$ cat src/rtl/hazard_scoreboard.sv
// RAW hazard scoreboard: per-register pending-writer counters plus per-port
// forwarding/stall resolution across NSTG post-decode writer stages.
module hazard_scoreboard #(
  parameter int unsigned XLEN   = 32,
  parameter int unsigned NREG   = 32,
  parameter int unsigned RAW    = 5,
  parameter int unsigned NRP    = 2,
  parameter int unsigned NSTG   = 3,
  parameter int unsigned CNT_W  = 2,
  parameter int unsigned NFLUSH = 1,
  localparam int unsigned SELW  = $clog2(NSTG + 1)
) (
  input  logic                 i_clk,
  input  logic                 i_rst_n,
  input  logic                 i_issue_valid,
  input  logic                 i_issue_regld,
  input  logic [RAW-1:0]       i_issue_rd,
  output logic                 o_issue_ready,
  input  logic [NRP-1:0]       i_rp_used,
  input  logic [NRP*RAW-1:0]   i_rp_addr,
  input  logic [NSTG-1:0]      i_stg_valid,
  input  logic [NSTG-1:0]      i_stg_regld,
  input  logic [NSTG*RAW-1:0]  i_stg_rd,
  input  logic [NSTG-1:0]      i_stg_rdy,
  input  logic [NSTG*XLEN-1:0] i_stg_data,
  input  logic                 i_wb_valid,
  input  logic [RAW-1:0]       i_wb_rd,
  input  logic                 i_flush,
  output logic [NRP*SELW-1:0]  o_fwd_sel,
  output logic [NRP*XLEN-1:0]  o_fwd_data,
  output logic                 o_hazard_stall_n,
  output logic [31:0]          o_stall_cycles
);

  localparam logic [CNT_W-1:0] CntMax = {CNT_W{1'b1}};

  logic [CNT_W-1:0] r_cnt   [NREG];
  logic [CNT_W-1:0] w_cnt_d [NREG];
  logic [31:0]      r_stall_cycles;

  logic             w_issue_block;
  logic             w_issue_fire;
  logic [NSTG-1:0]  w_stg_wr;
  logic             w_underflow;
  int               w_net;
  logic [NRP-1:0]   w_port_stall;
  logic [RAW-1:0]   w_a;
  logic             w_hit;
  logic             w_wb_hit;
  logic             w_stall;

  assign w_stg_wr      = i_stg_valid & i_stg_regld;
  assign w_issue_block = i_issue_regld && (i_issue_rd != '0) && (r_cnt[i_issue_rd] == CntMax);
  assign w_issue_fire  = i_issue_valid && i_issue_regld && !w_issue_block;
  assign o_issue_ready = !w_issue_block;

  // Issue, writeback and flush kills are netted together so they can coincide freely.
  always_comb begin
    w_underflow = 1'b0;
    w_net       = 0;
    for (int r = 0; r < NREG; r++) begin
      w_net = int'(r_cnt[r]);
      if (w_issue_fire && i_issue_rd == RAW'(r)) w_net = w_net + 1;
      if (i_wb_valid && i_wb_rd == RAW'(r)) w_net = w_net - 1;
      for (int s = 0; s < NFLUSH; s++) begin
        if (i_flush && w_stg_wr[s] && i_stg_rd[s*RAW +: RAW] == RAW'(r)) w_net = w_net - 1;
      end
      if (r == 0) begin
        w_cnt_d[r] = '0;
      end else if (w_net < 0) begin
        w_cnt_d[r]  = '0;
        w_underflow = 1'b1;
      end else begin
        w_cnt_d[r] = CNT_W'(w_net);
      end
    end
  end

  always_comb begin
    o_fwd_sel    = '0;
    o_fwd_data   = '0;
    w_port_stall = '0;
    w_a          = '0;
    w_hit        = 1'b0;
    w_wb_hit     = 1'b0;
    for (int p = 0; p < NRP; p++) begin
      w_a   = i_rp_addr[p*RAW +: RAW];
      w_hit = 1'b0;
      if (i_rp_used[p] && w_a != '0) begin
        for (int s = 0; s < NSTG; s++) begin
          if (!w_hit && w_stg_wr[s] && i_stg_rd[s*RAW +: RAW] == w_a) begin
            w_hit = 1'b1;
            if (i_stg_rdy[s]) begin
              o_fwd_sel[p*SELW +: SELW]  = SELW'(s + 1);
              o_fwd_data[p*XLEN +: XLEN] = i_stg_data[s*XLEN +: XLEN];
            end else begin
              w_port_stall[p] = 1'b1;
            end
          end
        end
        // Last outstanding writer retiring now is visible through the write-first regfile.
        w_wb_hit = i_wb_valid && (i_wb_rd == w_a);
        if (!w_hit && r_cnt[w_a] != '0 && !(w_wb_hit && r_cnt[w_a] == CNT_W'(1))) begin
          w_port_stall[p] = 1'b1;
        end
      end
    end
    if (!i_rst_n) begin
      o_fwd_sel  = '0;
      o_fwd_data = '0;
    end
  end

  assign w_stall          = (|w_port_stall) || w_issue_block;
  assign o_hazard_stall_n = !i_rst_n || i_flush || !w_stall;
  assign o_stall_cycles   = r_stall_cycles;

  always_ff @(posedge i_clk or negedge i_rst_n) begin
    if (!i_rst_n) begin
      r_cnt          <= '{default: '0};
      r_stall_cycles <= '0;
    end else begin
      r_cnt <= w_cnt_d;
      if (!o_hazard_stall_n && r_stall_cycles != 32'hFFFF_FFFF) begin
        r_stall_cycles <= r_stall_cycles + 32'd1;
      end
    end
  end

  underflow_a: assert property (@(posedge i_clk) disable iff (!i_rst_n) !w_underflow);

endmodule

$ cat config.mk
export PLATFORM = sky130hd
export DESIGN_NAME = hazard_scoreboard
export DESIGN_NICKNAME = d
export VERILOG_FILES = /design/src/rtl/hazard_scoreboard.sv
export SDC_FILE = /design/constraint.sdc
export NUM_CORES = 1
export LEC_CHECK = 0
export CAP_MARGIN = 20
export CORE_MARGIN = 2
export CORE_UTILIZATION = 45
export DETAILED_ROUTE_END_ITERATION = 7
export PLACE_DENSITY = 0.7
export SLEW_MARGIN = 25
export SYNTH_ARGS = -nofsm -noshare
export SYNTH_HDL_FRONTEND = slang
export SYNTH_SLANG_ARGS = --single-unit
export TNS_END_PERCENT = 1
$ cat constraint.sdc
create_clock -name i_clk -period 9.6 [get_ports i_clk]
set_clock_uncertainty 0.2 [all_clocks]
set_input_delay 1.92 -clock i_clk [delete_from_list [all_inputs] [get_ports i_clk]]
set_output_delay 1.92 -clock i_clk [all_outputs]
set_load 0.05 [all_outputs]
==> results by group <==
Floorplan
  – Core area: 30590 um2
  – Die X: 180.1 um
  – Die ar.: 32420 um2
  – Die Y: 180.1 um
  – I/O pin count: 250
  – Initial Util: 0.4560
  – Cell Rows: 64

CTS
  – Clock Sinks: 94
  – TritonCTS Buffers: 9
  – Bufs on Longest Clock Path: 2
  – Clock Pin Slew Worst Setup and Hold Paths: 80 ps
  – Post-CTS Setup Bufs: 0
  – Clock Latency Late Sink: 370 ps
  – CTS tree: yes
  – Hold_buf cts: 0
  – Htree depth: 3
  – Root buffer cell: clkbuf_16
  – Post-CTS Resized: 0

Final layout
  – Layout cells sized above 1: 0.06957
  – Most common cell after layout, fill and taps aside: clkdlybuf4s50_1
  – Commonest non-fill, non-tap cells in the layout: clkdlybuf4s50_1, nand2_1, nor2_1, ha_1, dfrtp_1
  – Fin cells: 2326
  – Layout area overhead: 21.61%
  – Nets: 2163
  – Final Cell Area: 16960 um2

Pwr
  – Peak VDD IR: 0.0001258 V
  – Lkg Pwr: slightly above 6 nW
  – Power Dens Cells: 160.5 nW/um2

Detailed routing
  – Post-route ant nets: 0
  – Wire length per cell: ~23 um
  – Drc violations: 10
  – Post-Route WL: 53.35 mm
  – Vias: about 15000
  – Pre-antenna DRT Iters: 8
  – Vias per inst: approximately 6.5
  – Iteration-0 DRC Markers: between 1000 and 1500

STA
  – Final hold vios: 0
  – Setup_tns: 0 ps
  – Fmax: between 100 and 150 MHz
  – Unrepaired setup endpoints after global routing: false
  – Crit path time final: between 8000 and 9000 ps
  – Slew Viols, Final: 0
  – WHS: 298.6 ps
  – Final period utilization: 0.8534
  – Worst-margin pin slew: 1027 ps
  – # setup viols final: 0
  – Setup ws final: around 1400 ps
  – Slew margin rel.: 0.3141

Global route
  – First-pass GRT wire length: 82.05 mm
  – Initial antenna violation count: 4
  – GRT Total Usage: 0.3203
  – Grt total ovfl: 0
  – Largest net degree at the start of global routing: 51
  – Number of global-route vias before repair: 14233

Yosys
  – #FFs+latches synth: 94
  – Top FF cell, synth: dfrtp_1
  – Synth cell types: 101
  – Ys async rst share: 1.000
  – Synth Area in Compound Gates: 0.1844
  – Largest family of logic cells by synthesized area: simple AND/OR/NAND/NOR gates
  – Mux share of post-synthesis cell area: 0.1165
  – Syn nets: about 2000
  – YS warnings: 0
  – Syn Inst Count: approximately 1700
  – Number of synthesized flops with an enable pin: 0
  – Synth Area in Adders: 0.08431
  – Cell area after synthesis: 13950 um2
  – Register area share after synthesis: 0.1686
  – Simple logic cell fraction of the synthesized area: 0.2867
  – XOR/XNOR Fraction of Synth Area: 0.1150
  – Mean Syn Cell Area: roughly 8.0 um2

Setup path
  – Required time at the worst-slack endpoint: 7480 ps
  – R2R cell count: 14
  – Critical path depth in cells: 8
  – Delay-heaviest family, CP: simple AND/OR/NAND/NOR gates
  – R2r setup slk: 5240 ps
  – Worst path arrival time: 6070 ps
  – Critical path class: input port to primary output
  – CP Capture Type: primary output
  – Buf/Inv on CP: 2
  – Max incr delay on CP: 880 ps
  – Slowest cell on the critical path: clkdlybuf4s50_1
  – Max FO, Critical Path: 14
  – Crit-path cells: clkdlybuf4s50_1 -> xor2_1 -> nor3_1 -> nand3_1 -> nand2_1 -> a21oi_1 -> nor3_1 -> clkdlybuf4s50_1
  – Crit start category: input port

Placement
  – # port buffers: 249
  – Final Wtd Congestion: 1.003
  – HPWL after DPL: 41.67 mm
  – Pre-CTS WS: 1388 ps
  – Area after DPL: 16650 um2
  – Cells after DPL: 2306

Outcome
  – Status: finished with violations
  – Failing checks: design-rule violations

Worst hold path
  – Cell depth of the worst hold path: 1
  – Hold Path Class: flop to flop

Run
  – Max cap viols: 0
[power by group]
part           internal (mW)  total (mW)  switching [mW]
Combinational          0.751        1.51           0.763
Sequential             0.505       0.825           0.320
Clock                  0.186       0.384           0.198
[layout make-up]
cell class	instances	area, um2
clock buffers	9	225.2
diodes	4	10.01
multi-input cells	1506	11010
flip-flops and latches	94	2352
fillers	2879	13630
repair buffers	269	2640
clock inverters	7	75.07
well taps	396	495.5
inverters	41	153.9
[cell families after synthesis]
logic type | Yosys count
fa+ha+maj | 94
buf+inv | 144
simple gates | 786
compound gates | 345
flops | 94
mux | 111
xor+xnor | 170
[Yosys cell counts (all sizes together) (25+ instances only)]
master	count	share of area
nor3	92	0.035
xnor2	94	0.060
a21oi	82	0.029
nand2	204	0.055
nor2b	25	0.011
nand3	63	0.023
dfrtp	94	0.17
clkbuf	70	0.019
mux2i	62	0.046
nand4	32	0.014
o21ai	41	0.015
or3	27	0.012
a222oi	34	0.024
buf	33	0.014
nor2	193	0.052
ha	94	0.084
inv	41	0.011
a211oi	31	0.020
xor2	69	0.043
mux4	38	0.061
[state kept, by name, summed over array words and instances, names as in the netlist]
signal / cells
o_stall_cycles: 32
r_cnt: 62
[per-layer routing]
layer,global-route usage,routed length (um),vias to the layer above,part of all wire
met1,0.3830,19840,7106,0.37
li1,-,-,6906,-
met5,0,0,-,0
met4,0.1997,3823,0,0.072
met3,0.06750,5134,192,0.096
met2,0.5269,24550,844,0.46
[worst paths after layout]
check	from	endpoint
min in group asynchronous	i_rst_n	o_stall_cycles[12]
min	o_stall_cycles[11]	o_stall_cycles[11]
min reg2reg	o_stall_cycles[11]	o_stall_cycles[11]
max in group asynchronous	i_rst_n	r_cnt[36]
max reg2reg	r_cnt[34]	r_cnt[35]
max	i_rp_addr[5]	o_fwd_data[37]
[stage by stage]
stage | power (mW) | util
after global routing | 2.948 | 0.5545
after detailed placement | 2.311 | 0.5444
after floorplan | 1.885 | -
after CTS | 2.703 | 0.5542
final | 2.724 | 0.5546
after global placement | 2.252 | 0.5441
[worst reg2reg max path, cell delays in order, from the launching register on]
cell and delay (ps):
dfrtp_1 740, nand2_1 120, mux4_2 510, mux2i_4 650, nor4_4 240, mux2i_1 220, ha_1 250, ha_1 280
nand3b_1 90, nor2_1 140, nand2_1 90, nor4b_1 320, nor3_1 90, o22ai_1 220, nor3_1 90
(Power assumes the default switching activity.)
